===== config.mk =====
export PLATFORM = sky130hd
export DESIGN_NAME = haar_pair_stream
export DESIGN_NICKNAME = d
export VERILOG_FILES = /design/src/rtl/haar_pkg.sv /design/src/rtl/haar_skid_buf.sv /design/src/rtl/haar_pair_stream.sv
export SDC_FILE = /design/constraint.sdc
export NUM_CORES = 1
export LEC_CHECK = 0
export ABC_AREA = 0
export BUFFER_PORTS_ARGS = -buffer_cell sky130_fd_sc_hd__buf_2
export CORE_ASPECT_RATIO = 0.9
export CORE_MARGIN = 5
export CORE_UTILIZATION = 58
export CTS_CLUSTER_DIAMETER = 120
export DETAILED_ROUTE_END_ITERATION = 8
export PLACE_DENSITY_LB_ADDON = 0.25
export SETUP_SLACK_MARGIN = 0.2
export SYNTH_ARGS = -nofsm -noshare
export SYNTH_HDL_FRONTEND = slang
export SYNTH_HIERARCHICAL = 1
export SYNTH_SLANG_ARGS = --single-unit

===== constraint.sdc =====
create_clock -name clk -period 4.2 [get_ports clk]
set_clock_uncertainty 0.05 [all_clocks]
set_input_delay 0.42 -clock clk [delete_from_list [all_inputs] [get_ports clk]]
set_output_delay 0.42 -clock clk [all_outputs]
set_load 0.05 [all_outputs]

===== src/rtl/haar_pkg.sv =====
// Shared types and defaults for the streaming Haar analysis stage.
// Holds the pairing phase encoding and the default result record.
package haar_pkg;

    localparam int HAAR_DATA_W = 8;
    localparam int HAAR_CNT_W  = 18;

    typedef enum logic {
        PHASE_EVEN = 1'b0,
        PHASE_ODD  = 1'b1
    } phase_t;

    // Result record at the default sample width.
    // The top declares its own copy sized from its DATA_W parameter.
    typedef struct packed {
        logic [HAAR_DATA_W:0] s;
        logic [HAAR_DATA_W:0] d;
        logic                 last;
    } haar_res_t;

endpackage


===== src/rtl/haar_skid_buf.sv =====
// Two-entry result buffer with a registered push-side ready and a registered head entry.
// The push side only sees its own flop, so out_ready never reaches in_ready combinationally.
module haar_skid_buf #(
    parameter int W = 19
) (
    input  logic         clk,
    input  logic         rst,
    input  logic         push_valid,
    input  logic [W-1:0] push_data,
    output logic         push_ready,
    output logic         pop_valid,
    output logic [W-1:0] pop_data,
    input  logic         pop_ready
);

    logic [1:0]   count_r;
    logic [1:0]   count_nxt_s;
    logic [W-1:0] mem0_r;
    logic [W-1:0] mem1_r;
    logic         ready_r;
    logic         valid_r;
    logic         do_push_s;
    logic         do_pop_s;

    assign do_push_s  = push_valid & ready_r;
    assign do_pop_s   = valid_r & pop_ready;
    assign push_ready = ready_r;
    assign pop_valid  = valid_r;
    assign pop_data   = mem0_r;

    // Occupancy after this cycle's push/pop.
    // A push is never accepted while full, so pop-then-push needs no extra case.
    always_comb begin
        count_nxt_s = count_r;
        case ({do_push_s, do_pop_s})
            2'b10:   count_nxt_s = count_r + 2'd1;
            2'b01:   count_nxt_s = count_r - 2'd1;
            default: count_nxt_s = count_r;
        endcase
    end

    // Occupancy plus the registered ready/valid flags derived from it.
    always_ff @(posedge clk or posedge rst) begin
        if (rst) begin
            count_r <= 2'd0;
            ready_r <= 1'b1;
            valid_r <= 1'b0;
        end else begin
            count_r <= count_nxt_s;
            ready_r <= (count_nxt_s < 2'd2);
            valid_r <= (count_nxt_s != 2'd0);
        end
    end

    // Entry storage; the head (mem0) holds still until it is popped.
    always_ff @(posedge clk or posedge rst) begin
        if (rst) begin
            mem0_r <= {W{1'b0}};
            mem1_r <= {W{1'b0}};
        end else if (do_pop_s) begin
            if (do_push_s && (count_r == 2'd1)) begin
                mem0_r <= push_data;
            end else begin
                mem0_r <= mem1_r;
            end
        end else if (do_push_s) begin
            if (count_r == 2'd0) begin
                mem0_r <= push_data;
            end else begin
                mem1_r <= push_data;
            end
        end else begin
            mem0_r <= mem0_r;
        end
    end

endmodule


===== src/rtl/haar_pair_stream.sv =====
// Streaming 1-D Haar analysis: pairs even/odd samples, emits sum/difference per pair.
// Odd-length rows are closed by mirroring the last sample, giving the pair (a,a).
module haar_pair_stream
    import haar_pkg::*;
#(
    parameter int DATA_W = HAAR_DATA_W,
    parameter int CNT_W  = HAAR_CNT_W
) (
    input  logic              clk,
    input  logic              rst,
    input  logic              avg_mode,
    input  logic [DATA_W-1:0] in_data,
    input  logic              in_valid,
    input  logic              in_last,
    output logic              in_ready,
    output logic [DATA_W:0]   out_s,
    output logic [DATA_W:0]   out_d,
    output logic              out_last,
    output logic              out_valid,
    input  logic              out_ready,
    output logic [CNT_W-1:0]  pair_cnt
);

    localparam int RES_W = 2 * (DATA_W + 1) + 1;
    localparam logic [CNT_W-1:0] CNT_ONE = {{(CNT_W-1){1'b0}}, 1'b1};

    typedef struct packed {
        logic [DATA_W:0] s;
        logic [DATA_W:0] d;
        logic            last;
    } res_t;

    phase_t            phase_r;
    phase_t            phase_nxt_s;
    logic [DATA_W-1:0] hold_r;
    logic              hold_load_s;
    logic              push_s;
    logic              in_fire_s;
    logic              buf_ready_s;
    logic              pop_valid_s;
    logic              pop_fire_s;
    logic [DATA_W-1:0] op_a_s;
    logic [DATA_W-1:0] op_b_s;
    logic [DATA_W:0]   sum_s;
    logic [DATA_W:0]   diff_s;
    res_t              res_s;
    res_t              head_s;
    logic [CNT_W-1:0]  pair_cnt_r;

    assign in_ready   = buf_ready_s;
    assign in_fire_s  = in_valid & buf_ready_s;
    assign pop_fire_s = pop_valid_s & out_ready;

    // Pairing FSM: decides whether the accepted sample is held or completes a result.
    always_comb begin
        phase_nxt_s = phase_r;
        hold_load_s = 1'b0;
        push_s      = 1'b0;
        op_a_s      = hold_r;
        op_b_s      = in_data;
        case (phase_r)
            PHASE_EVEN: begin
                if (in_fire_s && in_last) begin
                    push_s = 1'b1;
                    op_a_s = in_data;
                end else if (in_fire_s) begin
                    hold_load_s = 1'b1;
                    phase_nxt_s = PHASE_ODD;
                end else begin
                    phase_nxt_s = PHASE_EVEN;
                end
            end
            PHASE_ODD: begin
                if (in_fire_s) begin
                    push_s      = 1'b1;
                    phase_nxt_s = PHASE_EVEN;
                end else begin
                    phase_nxt_s = PHASE_ODD;
                end
            end
            default: phase_nxt_s = PHASE_EVEN;
        endcase
    end

    // Sum/difference at DATA_W+1 bits; halving keeps the sign bit of the difference.
    always_comb begin
        sum_s  = {1'b0, op_a_s} + {1'b0, op_b_s};
        diff_s = {1'b0, op_a_s} - {1'b0, op_b_s};
        res_s.last = in_last;
        if (avg_mode) begin
            res_s.s = {1'b0, sum_s[DATA_W:1]};
            res_s.d = {diff_s[DATA_W], diff_s[DATA_W:1]};
        end else begin
            res_s.s = sum_s;
            res_s.d = diff_s;
        end
    end

    // Phase and held even-sample registers.
    always_ff @(posedge clk or posedge rst) begin
        if (rst) begin
            phase_r <= PHASE_EVEN;
            hold_r  <= {DATA_W{1'b0}};
        end else begin
            phase_r <= phase_nxt_s;
            if (hold_load_s) begin
                hold_r <= in_data;
            end else begin
                hold_r <= hold_r;
            end
        end
    end

    // Pair counter advances on output handshakes, wrapping silently.
    always_ff @(posedge clk or posedge rst) begin
        if (rst) begin
            pair_cnt_r <= {CNT_W{1'b0}};
        end else if (pop_fire_s) begin
            pair_cnt_r <= pair_cnt_r + CNT_ONE;
        end else begin
            pair_cnt_r <= pair_cnt_r;
        end
    end

    haar_skid_buf #(
        .W (RES_W)
    ) u_buf (
        .clk        (clk),
        .rst        (rst),
        .push_valid (push_s),
        .push_data  (res_s),
        .push_ready (buf_ready_s),
        .pop_valid  (pop_valid_s),
        .pop_data   (head_s),
        .pop_ready  (out_ready)
    );

    assign out_valid = pop_valid_s;
    assign out_s     = head_s.s;
    assign out_d     = head_s.d;
    assign out_last  = head_s.last;
    assign pair_cnt  = pair_cnt_r;

endmodule

After elaboration in Yosys (flattened, before gate mapping)
Index checks and enable logic that the tools add are counted.
- register bits: 69
- reduce and logical (&&, ||, !) cells: 8
- eq/ne operators: 3
- add/subtract/negate cells: 5
- bitwise logic cells: 6
- mux-type cells: 15
- order comparisons: 1
- operators by type and width (operator ; number):
    19-bit 2-to-1 mux ; 4
    18-bit by 1-bit adder with 18-bit output, second input constant ; 1
    18-bit 2-to-1 mux ; 1
    8-bit 2-to-1 mux ; 2
    8-bit by 8-bit adder with 9-bit output ; 1
    8-bit by 8-bit subtractor with 9-bit output ; 1
    2-bit nonzero test ; 3
    1-bit 2-to-1 mux ; 5
    2-bit by 1-bit == test with 1-bit output, second input constant ; 2
    1-bit case mux with 2 select lines ; 2
    2-bit case mux with 2 select lines ; 1
    1-bit AND ; 3
    1-bit NOT ; 3
    3-bit AND reduction ; 1
    2-bit by 1-bit adder with 2-bit output, second input constant ; 1
    2-bit == test, second input constant ; 1
    1-bit logical AND ; 2
    2-bit logical NOT ; 1
    2-bit less-than comparator, second input constant ; 1
    2-bit AND reduction ; 1
    2-bit by 1-bit subtractor with 2-bit output, second input constant ; 1

Depth between registers and ports, before layout
Gate-level depths: netlist of run 1.
- depth in word-level cells: 9
- gate-level depth with buffers: 13

Hierarchy
Netlist of run 1, hierarchy kept.
- modules (own cells, without submodules) (module ; area each (um2) ; instances ; seq. area each (um2) ; cells each):
    haar_pair_stream ; 2165.8 ; 1 ; 675.6 ; 237
    haar_skid_buf ; 2004.4 ; 1 ; 1052.3 ; 156

Least setup slack after synthesis of run 1
Ideal clock, no wire load.
- path kind: register to register
- from: register u_buf.ready_r (netlist: u_buf/push_ready)
- to: register u_buf.mem1_r[7]
- stages on the path, launching flop included: 12
- buffers on the path: 1
- required time: 4.025 ns
- setup time: 0.125 ns
- setup slack: 0.969 ns
- data arrival time: 3.057 ns
- path through: dfstp_2 -> nand4b_1 -> clkbuf_1 -> nand2_1 -> o21ai_0 -> ha_1 -> and3b_1 -> or3_4 -> a221oi_4 -> xnor2_1 -> mux2i_1 -> mux2_2
- RTL lines (what ; RTL line ; source):
    from (decl) ; haar_skid_buf.sv:20 ; logic ready_r;
    from (signal assigned) ; haar_skid_buf.sv:50 ; ready_r <= (count_nxt_s < 2'd2);
    to (signal assigned) ; haar_skid_buf.sv:59 ; mem1_r <= {W{1'b0}};
    to (signal assigned) ; haar_skid_buf.sv:70 ; mem1_r <= push_data;
    to (decl) ; haar_skid_buf.sv:19 ; logic [W-1:0] mem1_r;

Worst setup path after layout of run 1
- from: register u_buf.ready_r (netlist: u_buf/push_ready)
- to: register u_buf.mem0_r[9] (netlist: u_buf/pop_data[9])
- cells in the longest elaborated chain, start to end: 9
- elaborated cells on any way between the ends: 17
- classes of those cells: 1 x add/sub; 10 x mux; 2 x bitwise; 4 x reduce/logical
- ends and longest elaborated chain (what ; RTL line ; source):
    1-bit AND (*) ; haar_pair_stream.sv:51 ; assign in_fire_s = in_valid & buf_ready_s;
    1-bit logical AND (*) ; haar_pair_stream.sv:63 ; if (in_fire_s && in_last) begin
    8-bit 2-to-1 mux (*) ; haar_pair_stream.sv:63 ;
    8-bit 2-to-1 mux (*) ; haar_pair_stream.sv:61 ; case (phase_r)
    8-bit by 8-bit subtractor with 9-bit output (*) ; haar_pair_stream.sv:88 ; diff_s = {1'b0, op_a_s} - {1'b0, op_b_s};
    via diff_s[8] ; haar_pair_stream.sv:45 ; logic [DATA_W:0] diff_s;
    18-bit 2-to-1 mux (*) ; haar_pair_stream.sv:90 ; if (avg_mode) begin
    19-bit 2-to-1 mux ; haar_skid_buf.sv:67 ; if (count_r == 2'd0) begin
    19-bit 2-to-1 mux ; haar_skid_buf.sv:66 ; end else if (do_push_s) begin
    19-bit 2-to-1 mux (*) ; haar_skid_buf.sv:60 ; end else if (do_pop_s) begin
    to (signal assigned) ; haar_skid_buf.sv:62 ; mem0_r <= push_data;
    to (signal assigned) ; haar_skid_buf.sv:64 ; mem0_r <= mem1_r;
    to (signal assigned) ; haar_skid_buf.sv:68 ; mem0_r <= push_data;
    to (decl) ; haar_skid_buf.sv:18 ; logic [W-1:0] mem0_r;
The timed path passes the listed nets; every way through them passes the cells marked *. The select of a mux whose other input is x is not followed.
A chain may end at the register's enable or synchronous reset.

==> results of run 1 <==
what timing repair did:
action                                  in CTS  in global routing
setup buffers                                0                  3
hold buffers                                 0                  0
endpoints found under the setup margin       0                  1
cell families (layout without fill, tap and decap cells):
group	Yosys count	in the layout	share of synthesized area (%)
compound gates	101	101	18.0
simple gates	88	88	11.2
xor+xnor	28	28	5.88
mux	38	38	10.9
flops	69	69	41.4
fa+ha+maj	24	24	7.56
buf+inv	45	99	4.98
how the worst min path moves through the flow:
stage / startpoint / endpoint / slack, ps / depth (start not counted)
after floorplan: u_buf/count_r[1] / u_buf/push_ready / 380 / 1
after global placement: u_buf/count_r[1] / u_buf/push_ready / 410 / 1
after detailed placement: pair_cnt[17] / pair_cnt[17] / 410 / 1
after CTS: rst / u_buf/pop_valid / 170 / 3
after global routing: rst / u_buf/count_r[1] / 210 / 3
final: rst / u_buf/count_r[1] / 150 / 3
worst max-delay path: stages, from the launching register on:
cell and delay [ps]:
dfstp_2 580, nand4b_1 110, buf_4 190, mux2_2 290
inv_1 60, ha_1 180, inv_1 70, fa_1 400
a21o_1 220, a2111oi_2 420, nor2b_1 120, o21a_1 180
nor2_1 130, o21ai_1 100, a2bb2oi_1 230
metal layers:
layer	wire [um]	global-route usage [%]	share of wire, %	vias up
met5	0	0	0	-
met3	632	5.48	6.6	17
li1	-	-	-	1518
met4	165	7.51	1.7	0
met2	4390	31.8	46	112
met1	4440	31.8	46	1620
placed cells by master, fill, tap and decap left out, types with 19 or more instances in the layout:
cell and count:
a2bb2oi_1 21, ha_1 22, inv_1 23, buf_2 52, dfrtp_1 68, nand2_1 25, xnor2_1 20, a311oi_1 19
mux2_2 20, o21ai_0 31
power by group through the flow:
stage	sequential, mW	clock (mW)	combinational (mW)
after detailed placement	1.13	0	2.36
after global routing	1.16	0.711	2.60
after floorplan	1.52	0	1.48
final	1.12	0.669	2.40
after global placement	1.12	0	2.30
after CTS	1.12	0.682	2.39
cell type report:
type | instances | share of cell area [%]
clock inverter | 6 | 2.30
multi-input combinational | 279 | 47.3
timing repair buffer | 59 | 6.62
inverter | 24 | 1.91
tap | 93 | 2.46
clock buffer | 10 | 2.91
sequential | 69 | 36.5
flip-flops by register name, summed over array words and instances, names as in the netlist:
| name | count |
|---|---|
| hold_r | 8 |
| u_buf/pop_valid | 1 |
| u_buf/count_r | 2 |
| u_buf/mem1_r | 19 |
| phase_r | 1 |
| u_buf/pop_data | 19 |
| u_buf/push_ready | 1 |
| pair_cnt | 18 |
==> out/results.tsv, run 1 <==
stage	metric	value	unit
clock_tree	clk_path_buf_depth	2	
timing	relSlewSlack	32.1	%
cells_and_area	area_growth	13.4	%
critical_path	reg2reg_slack	760	ps
yosys	ys_types	58	
yosys	synth_area_leaders	dfrtp_1, ha_1, mux2_2	
yosys	synth_most_common_cell	dfrtp_1	
placement	portBuffers	52	
run_status	status	finished clean	
critical_path	r2r_start	u_buf/push_ready	
yosys	ys_ff_latch	69	
timing	max_slew.worst_pin.slew	1010	ps
global_routing	grtUsageTotal	21.9	%
floorplan	fp.dieW	99.4	um
critical_path	crit_arrival	3630	ps
timing	setup_total_negative_slack	0	ps
power_and_ir_drop	p_leak	2.23	nW
clock_tree	clk_latency	350	ps
power_and_ir_drop	switching_share	45.7	%
route	drt_iter0_drc	199	
cells_and_area	final_nets	480	
cells_and_area	nFillCells	565	
clock_tree	cts_resized	0	
route	drcViolationCount	0	
global_routing	grt_pass1_wl	15900	um
clock_tree	cts_buffers	9	
placement	place.gp.congestion	0.894	
worst_hold_path	hp-class	in2async	
clock_tree	clockRootBuffer	clkbuf_8	
route	vias	3267	
floorplan	die-area	8990	um2
global_routing	grt_pass1_vias	3186	
timing	fin_crit	3440	ps
cells_and_area	layout-drive-gt1-share	26.6	%
placement	dp.cells	521	
power_and_ir_drop	p_seq_share	26.7	%
critical_path	startpoint	u_buf/push_ready	
placement	pre_cts_slack	498	ps
power_and_ir_drop	irDropWorstVdd	0.372	mV
timing	setup_viol	0	
global_routing	antenna_found_initial	0	
critical_path	crit_end	u_buf/pop_data[9]	
power_and_ir_drop	p_comb_share	57.3	%
power_and_ir_drop	p_total	4.19	mW
timing	report.final.slew_viol_count	0	
timing	hold_violations	0	
cells_and_area	regArea	1730	um2
clock_tree	cts_tree	done	
floorplan	std_cell_rows	29	
cells_and_area	stdcell_count	540	
timing	fmax	291	MHz
yosys	syn-num-nets	431	
floorplan	io_pins	53	
route	drt-total-wl	9620	um
route	ant_nets	0	
yosys	ys.warnings.count	6	
placement	dp_hpwl	6780	um
floorplan	coreArea	7040	um2
yosys	synth_top_area_share	40.8	%
yosys	synth_area_leader_cell	dfrtp_1	
power_and_ir_drop	clkPwrFrac	15.9	%
timing	rsz0062_at_grt	no	
critical_path	start_kind	flop	
floorplan	initial_core_util	59.2	%
route	wl_per_cell	17.8	um
power_and_ir_drop	p_per_area	887	nW/um2
yosys	syn_inst	393	
global_routing	grt_max_degree	43	
critical_path	critPathRequiredTime	4400	ps
run	drv_cap	0	
yosys	seq_area_frac_synth	41.4	%
route	viasPerCell	6.05	
critical_path	critical_path_peak_fanout	12	
critical_path	rr_worst_depth	14	
power_and_ir_drop	switchingPower	1.92	mW
clock_tree	path_clk_slew	80	ps
placement	place_area	4460	um2
yosys	synth_commonest_cells	dfrtp_1, o21ai_0, nand2_1	
route	dr.pass1.iters	6	
yosys	ys_async_sr_fraction	100	%
cells_and_area	finalInstanceArea	4730	um2
critical_path	r2r-end	u_buf/pop_data[9]	
yosys	syn_area	4170	um2
yosys	syn_area_per_cell	10.6	um2
cells_and_area	multiInputGateArea	2230	um2
yosys	synth_ff_type	dfrtp_1	
clock_tree	cts_sinks	69	
power_and_ir_drop	intPower	2.28	mW
global_routing	overflow	0	
cells_and_area	postLayoutCoreUtil	67.2	%
timing	fin_crit_sh	81.9	%
clock_tree	htreeDepth	3	
critical_path	path_class	reg2reg	
cells_and_area	antenna_cells	0	
timing	hold_slack	150	ps
floorplan	dieHeight	90.4	um
timing	worst_slack	762	ps
yosys	synth_edf_count	0	
critical_path	endpoint_kind	flop	
Note: power is estimated with default switching activity, not from simulation.
==> inputs of run 2 (changes only) <==
Settings changed: ABC_AREA 0 to 1, CORE_UTILIZATION 58 to 53.
Clock period 4.2 ns to 3.1 ns, I/O delays scaled along.
==> run 2 against run 1 <==
  * Power grew 28%
  * Sequential power rose by 31%
  * Register-to-register slack lost 350 ps
  * Utilization shrank 5.3 points
  * Global-route usage shrank 2.5 points
  * Die area grew 13%
  * First-iteration DRC count down 33%
  * Via count is 14% higher
  * Synthesized cell count rose by 47%
  * Count of clock-buffer cells in the layout down 1
==> out/results.tsv, run 2 <==
stage	metric	value	unit
critical_path	timing.critical_path.buf_inv	4	
clock_tree	clk_path_buf_depth	2	
floorplan	initial_core_util	54.3	%
critical_path	path_common_cell	nand2_1	
timing	fmax	372	MHz
global_routing	overflow	0	
timing	fin_crit	2690	ps
cells_and_area	final_cell_mix	nand2_1, inv_1, nand3_1, dfrtp_1, buf_2	
global_routing	grt_pass1_vias	3564	
critical_path	path_delay_family	simple AND/OR/NAND/NOR gates	
yosys	synth_ff_type	dfrtp_1	
power_and_ir_drop	irDropWorstVdd	0.423	mV
floorplan	io_pins	53	
timing	relSlewSlack	33.5	%
timing	setup_total_negative_slack	0	ps
yosys	syn-num-nets	615	
yosys	syn_area	4380	um2
critical_path	crit_arrival	2920	ps
clock_tree	path_clk_slew	80	ps
timing	hold_violations	0	
yosys	ys_async_sr_fraction	100	%
clock_tree	clockRootBuffer	clkbuf_8	
clock_tree	cts_tree	done	
yosys	synth_area_leader_cell	dfrtp_1	
floorplan	die-area	10200	um2
worst_hold_path	hp-class	in2async	
route	ant_nets	0	
critical_path	critical_path_peak_fanout	12	
yosys	ys.warnings.count	6	
cells_and_area	antenna_cells	0	
critical_path	critPathMaxStageDelay	570	ps
floorplan	coreArea	8070	um2
critical_path	start_kind	flop	
floorplan	std_cell_rows	31	
placement	place.gp.congestion	0.909	
cells_and_area	multiInputGateArea	2260	um2
cells_and_area	layout-drive-gt1-share	20.4	%
timing	fin_crit_sh	86.8	%
cells_and_area	stdcell_count	730	
yosys	synth_edf_count	0	
timing	rsz0062_at_grt	no	
yosys	ys_ff_latch	69	
route	drt_iter0_drc	134	
power_and_ir_drop	p_leak	2.75	nW
global_routing	grt_max_degree	43	
yosys	synth_area_leaders	dfrtp_1, nand2_1, nand3_1	
route	wl_per_cell	12.9	um
clock_tree	cts_sinks	69	
global_routing	grtUsageTotal	19.4	%
route	vias	3711	
yosys	synth_most_common_cell	nand2_1	
cells_and_area	regArea	1730	um2
timing	max_slew.worst_pin.slew	996	ps
clock_tree	clk_latency	340	ps
yosys	syn_inst	577	
yosys	syn_area_per_cell	7.59	um2
critical_path	endpoint_kind	flop	
yosys	seq_area_frac_synth	39.5	%
power_and_ir_drop	p_per_area	1070	nW/um2
cells_and_area	finalInstanceArea	4990	um2
timing	setup_viol	0	
clock_tree	htreeDepth	3	
cells_and_area	postLayoutCoreUtil	61.9	%
critical_path	path_cells	nand2_1 -> inv_2 -> nand3_4 -> buf_4 -> nand2_1 -> o21ai_1 -> ha_1 -> inv_1 -> or2_1 -> nand2_1 -> xor2_2 -> nand2_1 -> o21ai_1 -> inv_1 -> nand2_1 -> nand3_1 -> nand2_1	
yosys	synth_top_area_share	38.9	%
cells_and_area	final_nets	665	
route	viasPerCell	5.08	
global_routing	grt_pass1_wl	16200	um
cells_and_area	layout_commonest_cell	nand2_1	
route	drcViolationCount	0	
placement	portBuffers	52	
floorplan	dieHeight	96.2	um
yosys	ys_types	38	
floorplan	fp.dieW	106	um
critical_path	slowest_stage	dfstp_2	
placement	dp_hpwl	6960	um
timing	report.final.slew_viol_count	0	
route	drt-total-wl	9390	um
cells_and_area	nFillCells	725	
route	dr.pass1.iters	4	
clock_tree	cts_buffers	9	
critical_path	critPathRequiredTime	3330	ps
placement	dp.cells	713	
global_routing	antenna_found_initial	0	
critical_path	path_class	reg2reg	
placement	place_area	4650	um2
cells_and_area	area_growth	14.0	%
power_and_ir_drop	p_total	5.36	mW
run	drv_cap	0	
yosys	synth_commonest_cells	nand2_1, inv_1, nand3_1	
run_status	status	finished clean	
run 2: cell count changes after synthesis, sizes merged, moves of 6 or more:
cell / delta
xnor2: -14
a311oi: -19
clkbuf: -6
a2bb2oi: -21
inv: +69
mux2: -30
nand3: +65
nand2: +160
nor2: +9
mux2i: -8
o21ai: +13
nor2b: -6
run 2: area by class of cell:
type	count	share of cell area [%]
repair buffers	57	5.96
flip-flops and latches	69	34.6
clock inverters	6	2.23
inverters	93	6.99
clock buffers	9	2.48
multi-input cells	397	45.3
well taps	99	2.48
run 2: path summary, 6_finish.rpt:
path	start	endpoint	slack, ps	cells past startpoint
setup / recovery	u_buf/push_ready	u_buf/pop_data[13]	410	17
min in group clk	in_data[0]	hold_r[0]	250	3
hold reg to reg	u_buf/pop_data[4]	u_buf/pop_data[4]	430	2
setup reg to reg	u_buf/push_ready	u_buf/pop_data[13]	410	17
max in group asynchronous	rst	hold_r[7]	2230	2
hold / removal	rst	u_buf/count_r[1]	50	3
run 2: layer usage:
| metal | vias up | share of wire, % | wire [um] | track usage (%) |
|---|---|---|---|---|
| met4 | 0 | 1.2 | 112 | 4.75 |
| met5 | - | 0 | 0 | 0 |
| met2 | 81 | 46 | 4280 | 31.5 |
| li1 | 1901 | - | - | - |
| met3 | 11 | 4.3 | 403 | 5.16 |
| met1 | 1718 | 49 | 4590 | 26.3 |
run 2: kinds of logic (layout without fill, tap and decap cells):
family	Yosys count	after routing	synth area share [%]
xor+xnor	18	18	3.60
simple gates	299	299	30.8
compound gates	56	56	7.83
flops	69	69	39.5
fa+ha+maj	24	24	7.20
buf+inv	111	165	11.1
run 2: repair_timing:
item	4_1_cts	5_1_grt
resized for setup	3	22
gates cloned	0	0
endpoints found under the hold margin	0	0
buffers inserted	0	2
setup endpoints to repair	4	29
hold buffers	0	0
pin swaps	0	1
run 2: power breakdown:
part / internal, mW / total, mW / switching [mW]
logic: 0.943 / 3.02 / 2.08
registers: 1.25 / 1.47 / 0.223
clock network: 0.531 / 0.871 / 0.340
run 2: through the flow:
| step | setup WS, ps | hold WS, ps |
|---|---|---|
| 2_1_floorplan | 324 | 313 |
| 3_3_place_gp | 206 | 407 |
| 3_5_place_dp | 144 | 412 |
| 4_1_cts | 247 | 70.1 |
| 5_1_grt | 198 | 92.6 |
| 6_report | 410 | 45.0 |
run 2: tightest hold or removal path: cells and delay by family:
family / cells / cell delay (ps)
buf+inv: 3 / 570
